<file path="config.mk">
export PLATFORM = sky130hd
export DESIGN_NAME = wb_sequencer
export DESIGN_NICKNAME = d
export VERILOG_FILES = /design/src/rtl/wb_sequencer.sv
export SDC_FILE = /design/constraint.sdc
export NUM_CORES = 1
export LEC_CHECK = 0
export CAP_MARGIN = 20
export CORE_MARGIN = 10
export CORE_UTILIZATION = 45
export DETAILED_ROUTE_END_ITERATION = 7
export PLACE_DENSITY = 0.93
export SYNTH_ARGS = -nofsm -noshare
export SYNTH_HDL_FRONTEND = slang
export SYNTH_SLANG_ARGS = --single-unit
</file>
<file path="constraint.sdc">
create_clock -name clk -period 8.6 [get_ports clk]
set_clock_uncertainty 0.15 [all_clocks]
set_input_delay 1.72 -clock clk [delete_from_list [all_inputs] [get_ports clk]]
set_output_delay 1.72 -clock clk [all_outputs]
set_load 0.02 [all_outputs]
</file>
<file path="src/rtl/wb_sequencer.sv">
// Writeback sequencer: arbitrates ALU/LSU results onto the regfile write port, tracks
// outstanding loads and raises operand hazards. Define WB_FORWARD_EN to bypass the
// in-flight write onto op1/op2 instead of stalling decode for one cycle.
module wb_sequencer #(
  parameter int DATA_W    = 32,
  parameter int MAX_LOADS = 4
) (
  input  logic              clk,
  input  logic              rst_n,
  input  logic              alu_valid,
  output logic              alu_ready,
  input  logic [4:0]        alu_rd,
  input  logic [DATA_W-1:0] alu_data,
  input  logic              lsu_valid,
  output logic              lsu_ready,
  input  logic [4:0]        lsu_rd,
  input  logic [DATA_W-1:0] lsu_data,
  input  logic              ld_issue_valid,
  output logic              ld_issue_ready,
  input  logic [4:0]        ld_issue_rd,
  input  logic [4:0]        rs1,
  input  logic [4:0]        rs2,
  input  logic [DATA_W-1:0] rf_rv1,
  input  logic [DATA_W-1:0] rf_rv2,
  output logic [DATA_W-1:0] op1,
  output logic [DATA_W-1:0] op2,
  output logic              rs1_busy,
  output logic              rs2_busy,
  output logic              rf_we,
  output logic [4:0]        rf_rd,
  output logic [DATA_W-1:0] rf_wdata
);

  localparam int               CNT_W   = $clog2(MAX_LOADS + 1);
  localparam logic [CNT_W-1:0] CNT_MAX = CNT_W'(MAX_LOADS);

  logic              rf_we_q, rf_we_d;
  logic [4:0]        rf_rd_q, rf_rd_d;
  logic [DATA_W-1:0] rf_wdata_q, rf_wdata_d;
  logic [31:0]       pending_q, pending_d;
  logic [CNT_W-1:0]  count_q, count_d;

  logic lsu_fire, alu_fire, issue_fire, sb_set, sb_clr;

  // LSU holds the older instruction, so it always wins and is never back-pressured.
  assign lsu_ready      = 1'b1;
  assign alu_ready      = !lsu_valid;
  assign ld_issue_ready = (count_q < CNT_MAX) &&
                          !((ld_issue_rd != 5'd0) && pending_q[ld_issue_rd]);

  assign lsu_fire   = lsu_valid;
  assign alu_fire   = alu_valid && alu_ready;
  assign issue_fire = ld_issue_valid && ld_issue_ready;
  assign sb_set     = issue_fire && (ld_issue_rd != 5'd0);
  assign sb_clr     = lsu_fire && pending_q[lsu_rd];

  always_comb begin
    // NOTE: every signal assigned here gets a default first, so no path can infer a latch.
    rf_we_d    = 1'b0;
    rf_rd_d    = rf_rd_q;
    rf_wdata_d = rf_wdata_q;
    if (lsu_fire) begin
      rf_we_d    = (lsu_rd != 5'd0);
      rf_rd_d    = lsu_rd;
      rf_wdata_d = lsu_data;
    end else if (alu_fire) begin
      rf_we_d    = (alu_rd != 5'd0);
      rf_rd_d    = alu_rd;
      rf_wdata_d = alu_data;
    end
  end

  // Clear before set: a commit and a re-issue of the same rd leaves the bit set.
  always_comb begin
    pending_d = pending_q;
    count_d   = count_q;
    if (sb_clr) pending_d[lsu_rd] = 1'b0;
    if (sb_set) pending_d[ld_issue_rd] = 1'b1;
    case ({sb_set, sb_clr})
      2'b10:   count_d = count_q + CNT_W'(1);
      2'b01:   count_d = count_q - CNT_W'(1);
      default: count_d = count_q;
    endcase
  end

  always_ff @(posedge clk or negedge rst_n) begin
    // NOTE: state uses non-blocking assignments; the scoreboard is plain flops, so it is
    // reset along with the rest and loads in flight at reset are forgotten.
    if (!rst_n) begin
      rf_we_q    <= 1'b0;
      rf_rd_q    <= '0;
      rf_wdata_q <= '0;
      pending_q  <= '0;
      count_q    <= '0;
    end else begin
      rf_we_q    <= rf_we_d;
      rf_rd_q    <= rf_rd_d;
      rf_wdata_q <= rf_wdata_d;
      pending_q  <= pending_d;
      count_q    <= count_d;
    end
  end

  assign rf_we    = rf_we_q;
  assign rf_rd    = rf_rd_q;
  assign rf_wdata = rf_wdata_q;

`ifdef WB_FORWARD_EN
  logic fwd1, fwd2;
  assign fwd1     = rf_we_q && (rf_rd_q == rs1) && (rs1 != 5'd0);
  assign fwd2     = rf_we_q && (rf_rd_q == rs2) && (rs2 != 5'd0);
  assign op1      = fwd1 ? rf_wdata_q : rf_rv1;
  assign op2      = fwd2 ? rf_wdata_q : rf_rv2;
  assign rs1_busy = (rs1 != 5'd0) && pending_q[rs1];
  assign rs2_busy = (rs2 != 5'd0) && pending_q[rs2];
`else
  // The in-flight write lands at the end of this cycle, so the regfile read is stale.
  assign op1      = rf_rv1;
  assign op2      = rf_rv2;
  assign rs1_busy = (rs1 != 5'd0) && (pending_q[rs1] || (rf_we_q && (rf_rd_q == rs1)));
  assign rs2_busy = (rs2 != 5'd0) && (pending_q[rs2] || (rf_we_q && (rf_rd_q == rs2)));
`endif

endmodule

</file>
After elaboration in Yosys (flattened, before gate mapping)
Index checks and enable logic that the tools add are counted.
- output and inout port bits: 107
- register bits after elaboration: 73
- word-level logic and storage cells: 65
- order comparisons: 7
- reduce and logical (&&, ||, !) cells: 23
- multiplexer cells: 21
- add/subtract/negate cells: 2
- bitwise logic cells: 3
- equality and inequality tests: 4
- operators by type and width (kind ; count):
    32-bit 2-to-1 mux ; 4
    32-bit bitwise AND ; 1
    32-bit inverter ; 1
    32-bit OR ; 1
    5-bit nonzero test ; 5
    5-bit by 6-bit < comparator with 1-bit output, second input constant ; 4
    1-bit binary-select mux with 5-bit select ; 4
    1-bit logical AND ; 12
    1-bit demux with 5-bit select ; 2
    5-bit equality test ; 2
    5-bit by 1-bit >= comparator with 1-bit output, second input constant ; 2
    5-bit 2-to-1 mux ; 2
    1-bit 2-to-1 mux ; 8
    3-bit one-hot mux with 2 select lines ; 1
    2-bit nonzero test ; 2
    3-bit by 1-bit adder with 3-bit output, second input constant ; 1
    3-bit < comparator, second input constant ; 1
    3-bit by 1-bit subtractor with 3-bit output, second input constant ; 1
    2-bit by 1-bit equality test with 1-bit output, second input constant ; 1
    2-bit equality test, second input constant ; 1
    1-bit zero test ; 2
    1-bit logical OR ; 2

Logic depth before layout (Yosys ltp)
- depth in word-level cells: 9
- gate-level depth with buffers: 12

Least setup slack after synthesis
Ideal clock, no wire load.
- path kind: input port to output port
- start: input ld_issue_rd[1]
- end: output ld_issue_ready
- arrival time: 3.366 ns
- stages: 7
- buffers on the path: 2
- setup slack: 3.364 ns
- cells stage by stage: buf_2 buf_2 mux2i_1 o22ai_1 nor4_2 o21ai_1 a21oi_1
- cells in the longest elaborated chain, start to end: 5
- elaborated cells on any way between the ends: 6
- those cells by class: 2 x mux; 4 x reduce/logical
- ends and longest elaborated chain (item ; RTL line ; text):
    from (decl) ; 20 ; input logic [4:0] ld_issue_rd,
    1-bit binary-select mux with 5-bit select ; 49 ; !((ld_issue_rd != 5'd0) && pending_q[ld_issue_rd]);
    1-bit 2-to-1 mux (implied by the code) ; 49 ;
    1-bit logical AND (*) ; 49 ;
    1-bit zero test (*) ; 49 ;
    1-bit logical AND (*) ; 48 ; assign ld_issue_ready = (count_q < CNT_MAX) &&
    to (decl) ; 19 ; output logic ld_issue_ready,
Mark *: on every way between the ends. The rest lies on a longest branch, timed or not. The select of a mux whose other input is x is not followed.

Worst setup path after layout
Ends and elaborated chain as after synthesis.

==> impl_metrics.py <==
metrics = {
    "power_and_ir_drop": {
        "leakage_nw": 2.80,
        "ir_drop_mv": 0.0900,
        "p_per_area_nw_per_um2": 176,
    },
    "setup_path": {
        "cp-end-kind": "output pin",
        "regToRegStartpoint": "pending_q[26]",
        "cpMaxStageDelayCell": "clkdlybuf4s50_1",
        "path_common_cell": "clkdlybuf4s50_1",
        "crit_buf_inv": 2,
        "critPathMaxFanout": 20,
        "path_class": "input port to output pin",
        "worst-r2r-cell-count": 9,
        "crit_path_max_incr_delay_ns": 1.15,
        "r2r-end": "count_q[2]",
        "r2r_slack_ns": 5.34,
        "crit_family": "buffers and inverters",
        "crit_required_ns": 6.73,
        "cp.arrival_ns": 4.65,
        "path_cells": "clkdlybuf4s50_1 > mux2i_1 > o22ai_1 > nor4_4 > o21ai_1 > a21oi_1 > clkdlybuf4s50_1",
        "start_kind": "input port",
    },
    "cts": {
        "cts_sinks": 73,
        "cts_setup_buffers": 0,
        "cts_inserted_buffers": 9,
        "clock_latency_ns": 0.33,
        "cts_resized": 0,
        "clkTransAtPathRegs_ns": 0.06,
        "cts_hold_buffers": 0,
        "cts_tree": "yes",
        "root_buffer": "clkbuf_16",
        "clk_path_buf_depth": 2,
        "h-tree-depth": 3,
    },
    "grt": {
        "overflow": 0,
        "grt_max_degree": 77,
        "antenna_found_initial": 0,
        "track_usage_pct": 20.5,
        "grt_pass1_wl_microns": 26800,
        "grt_pass1_vias": 4733,
    },
    "finish": {
        "multiInputGateArea_sq_um": 2780,
        "n_antenna_cell": 0,
        "design_area_sq_um": 6590,
        "post-route-util_pct": 57.0,
        "fillCellCount": 955,
        "layout_commonest_cell": "clkdlybuf4s50_1",
        "area_growth_pct": 23.0,
        "seq_area_sq_um": 1830,
        "final_cells": 761,
        "layout-drive-gt1-share_pct": 7.77,
        "mostFrequentLayoutCells": "clkdlybuf4s50_1, dfrtp_1, mux2i_1",
        "final_nets": 773,
    },
    "worst_hold_path": {
        "min_delay_worst_endpoint": "count_q[2]",
        "hold_depth": 1,
        "hold_start": "count_q[2]",
        "hold_path.class": "register to register",
    },
    "timing": {
        "fmax_mhz": 153,
        "setup_tns_ns": 0,
        "hold_slack_ns": 0.369,
        "finalHoldViolations": 0,
        "tightestPinTransition_ns": 1.12,
        "rsz0062_at_grt": "false",
        "setup_viol": 0,
        "max_slew_margin_pct": 25.2,
        "layout_min_cycle_time_ns": 6.52,
        "finalCritPeriodShare_pct": 75.8,
        "drv_slew": 0,
    },
    "route": {
        "drt_iter0_drc": 416,
        "ant_nets": 0,
        "vias": 4697,
        "drc_errors": 0,
        "drtPass1Iterations": 6,
        "wl_microns": 17700,
        "detail_route.wl_per_cell_microns": 23.3,
        "viasPerCell": 6.17,
    },
    "synthesis": {
        "synthFlopType": "dfrtp_1",
        "ys_types": 52,
        "syn-cell-area_sq_um": 5360,
        "synth_area_per_cell_sq_um": 9.51,
        "yosys_warnings": 0,
        "ys_ff_latch": 73,
        "synthesis.instances": 564,
        "synth_edf_count": 0,
        "synthArstFlopShare_pct": 100,
        "seq_area_frac_synth_pct": 34.1,
        "synth_nets": 724,
    },
    "die": {
        "fp.dieH_microns": 129,
        "io_pins": 265,
        "initial_utilization_pct": 46.4,
        "die_w_microns": 129,
        "coreArea_sq_um": 11600,
        "num_rows": 39,
        "die-area_sq_um": 16700,
    },
    "status": {
        "status": "complete, no violations",
    },
    "place": {
        "dp_hpwl_microns": 13400,
        "dpl.cell_count": 745,
        "globalplace.congestion": 1.02,
        "port_buffers": 135,
        "dpl-instance-area_sq_um": 6250,
    },
    "job": {
        "max_cap_viol_count": 0,
    },
}
[cells in the mapped netlist, types with 10 or more instances]
cell type,instances,area [sq um]
a21oi_1,10,50.1
buf_2,11,55.1
buf_4,66,495
clkbuf_1,18,67.6
dfrtp_1,73,1830
inv_1,31,116
mux2i_1,68,681
mux4_2,18,405
nand2_1,56,210
o211ai_1,11,82.6
o21ai_0,57,285
o221ai_1,17,149
o22ai_1,18,113
[logic make-up after synthesis]
group	synth area share, %
compound gates	15.7
xor+xnor	2.12
fa+ha+maj	0.607
buf+inv	14.1
flops	34.1
mux	20.7
other cells	0.0699
simple gates	12.6
[power breakdown]
| part | switching (mW) | total, mW | internal, mW | leakage, nW |
|---|---|---|---|---|
| sequential | 0.0486 | 0.429 | 0.381 | 0.795 |
| combinational | 0.146 | 0.298 | 0.152 | 1.84 |
| clock | 0.150 | 0.435 | 0.285 | 0.167 |
[registers in the layout (all words and copies together), names as in the netlist]
name,cells
rf_we,1
rf_wdata,32
pending_q,32
count_q,3
rf_rd,5
[through the flow]
stage / total power, mW / setup slack (ns)
3_5_place_dp: 0.730 / 2.11
3_3_place_gp: 0.715 / 2.15
5_1_grt: 1.21 / 1.82
4_1_cts: 1.17 / 2.08
6_report: 1.16 / 2.08
2_1_floorplan: 0.632 / 3.36
[metal layers]
metal | up-vias | GRT usage [%] | share of wire, %
li1 | 2083 | - | -
met1 | 2273 | 24.3 | 36
met2 | 270 | 33.5 | 50
met3 | 71 | 5.38 | 9.7
met4 | 0 | 10.9 | 4.4
met5 | - | 0 | 0
[worst max path at each step]
stage / startpoint / endpoint / slack (ns) / cells after the start
after global placement: ld_issue_rd[1] / ld_issue_ready / 2.15 / 7
after floorplan: ld_issue_rd[1] / ld_issue_ready / 3.36 / 7
after CTS: ld_issue_rd[1] / ld_issue_ready / 2.08 / 7
final: ld_issue_rd[1] / ld_issue_ready / 2.08 / 7
after detailed placement: ld_issue_rd[1] / ld_issue_ready / 2.11 / 7
after global routing: ld_issue_rd[1] / ld_issue_ready / 1.82 / 7
[area by class of cell]
type / count / area share, %
Multi-Input combinational cell: 361 / 42.1
Inverter: 31 / 1.76
Timing Repair Buffer: 137 / 20.5
Tap cell: 143 / 2.71
Sequential cell: 73 / 27.7
Clock buffer: 10 / 3.47
Clock inverter: 6 / 1.71
[worst reg2reg max path, cell delays in order (launching register included)]
cell and delay, ns:
dfrtp_1 0.46, mux2i_1 0.18, o22ai_1 0.18, o31ai_1 0.63, o211ai_2 0.41, ha_1 0.38
fa_1 0.39, xnor2_1 0.14, nor2_1 0.11, xor2_1 0.15
Power figures use the tool's default switching activity.
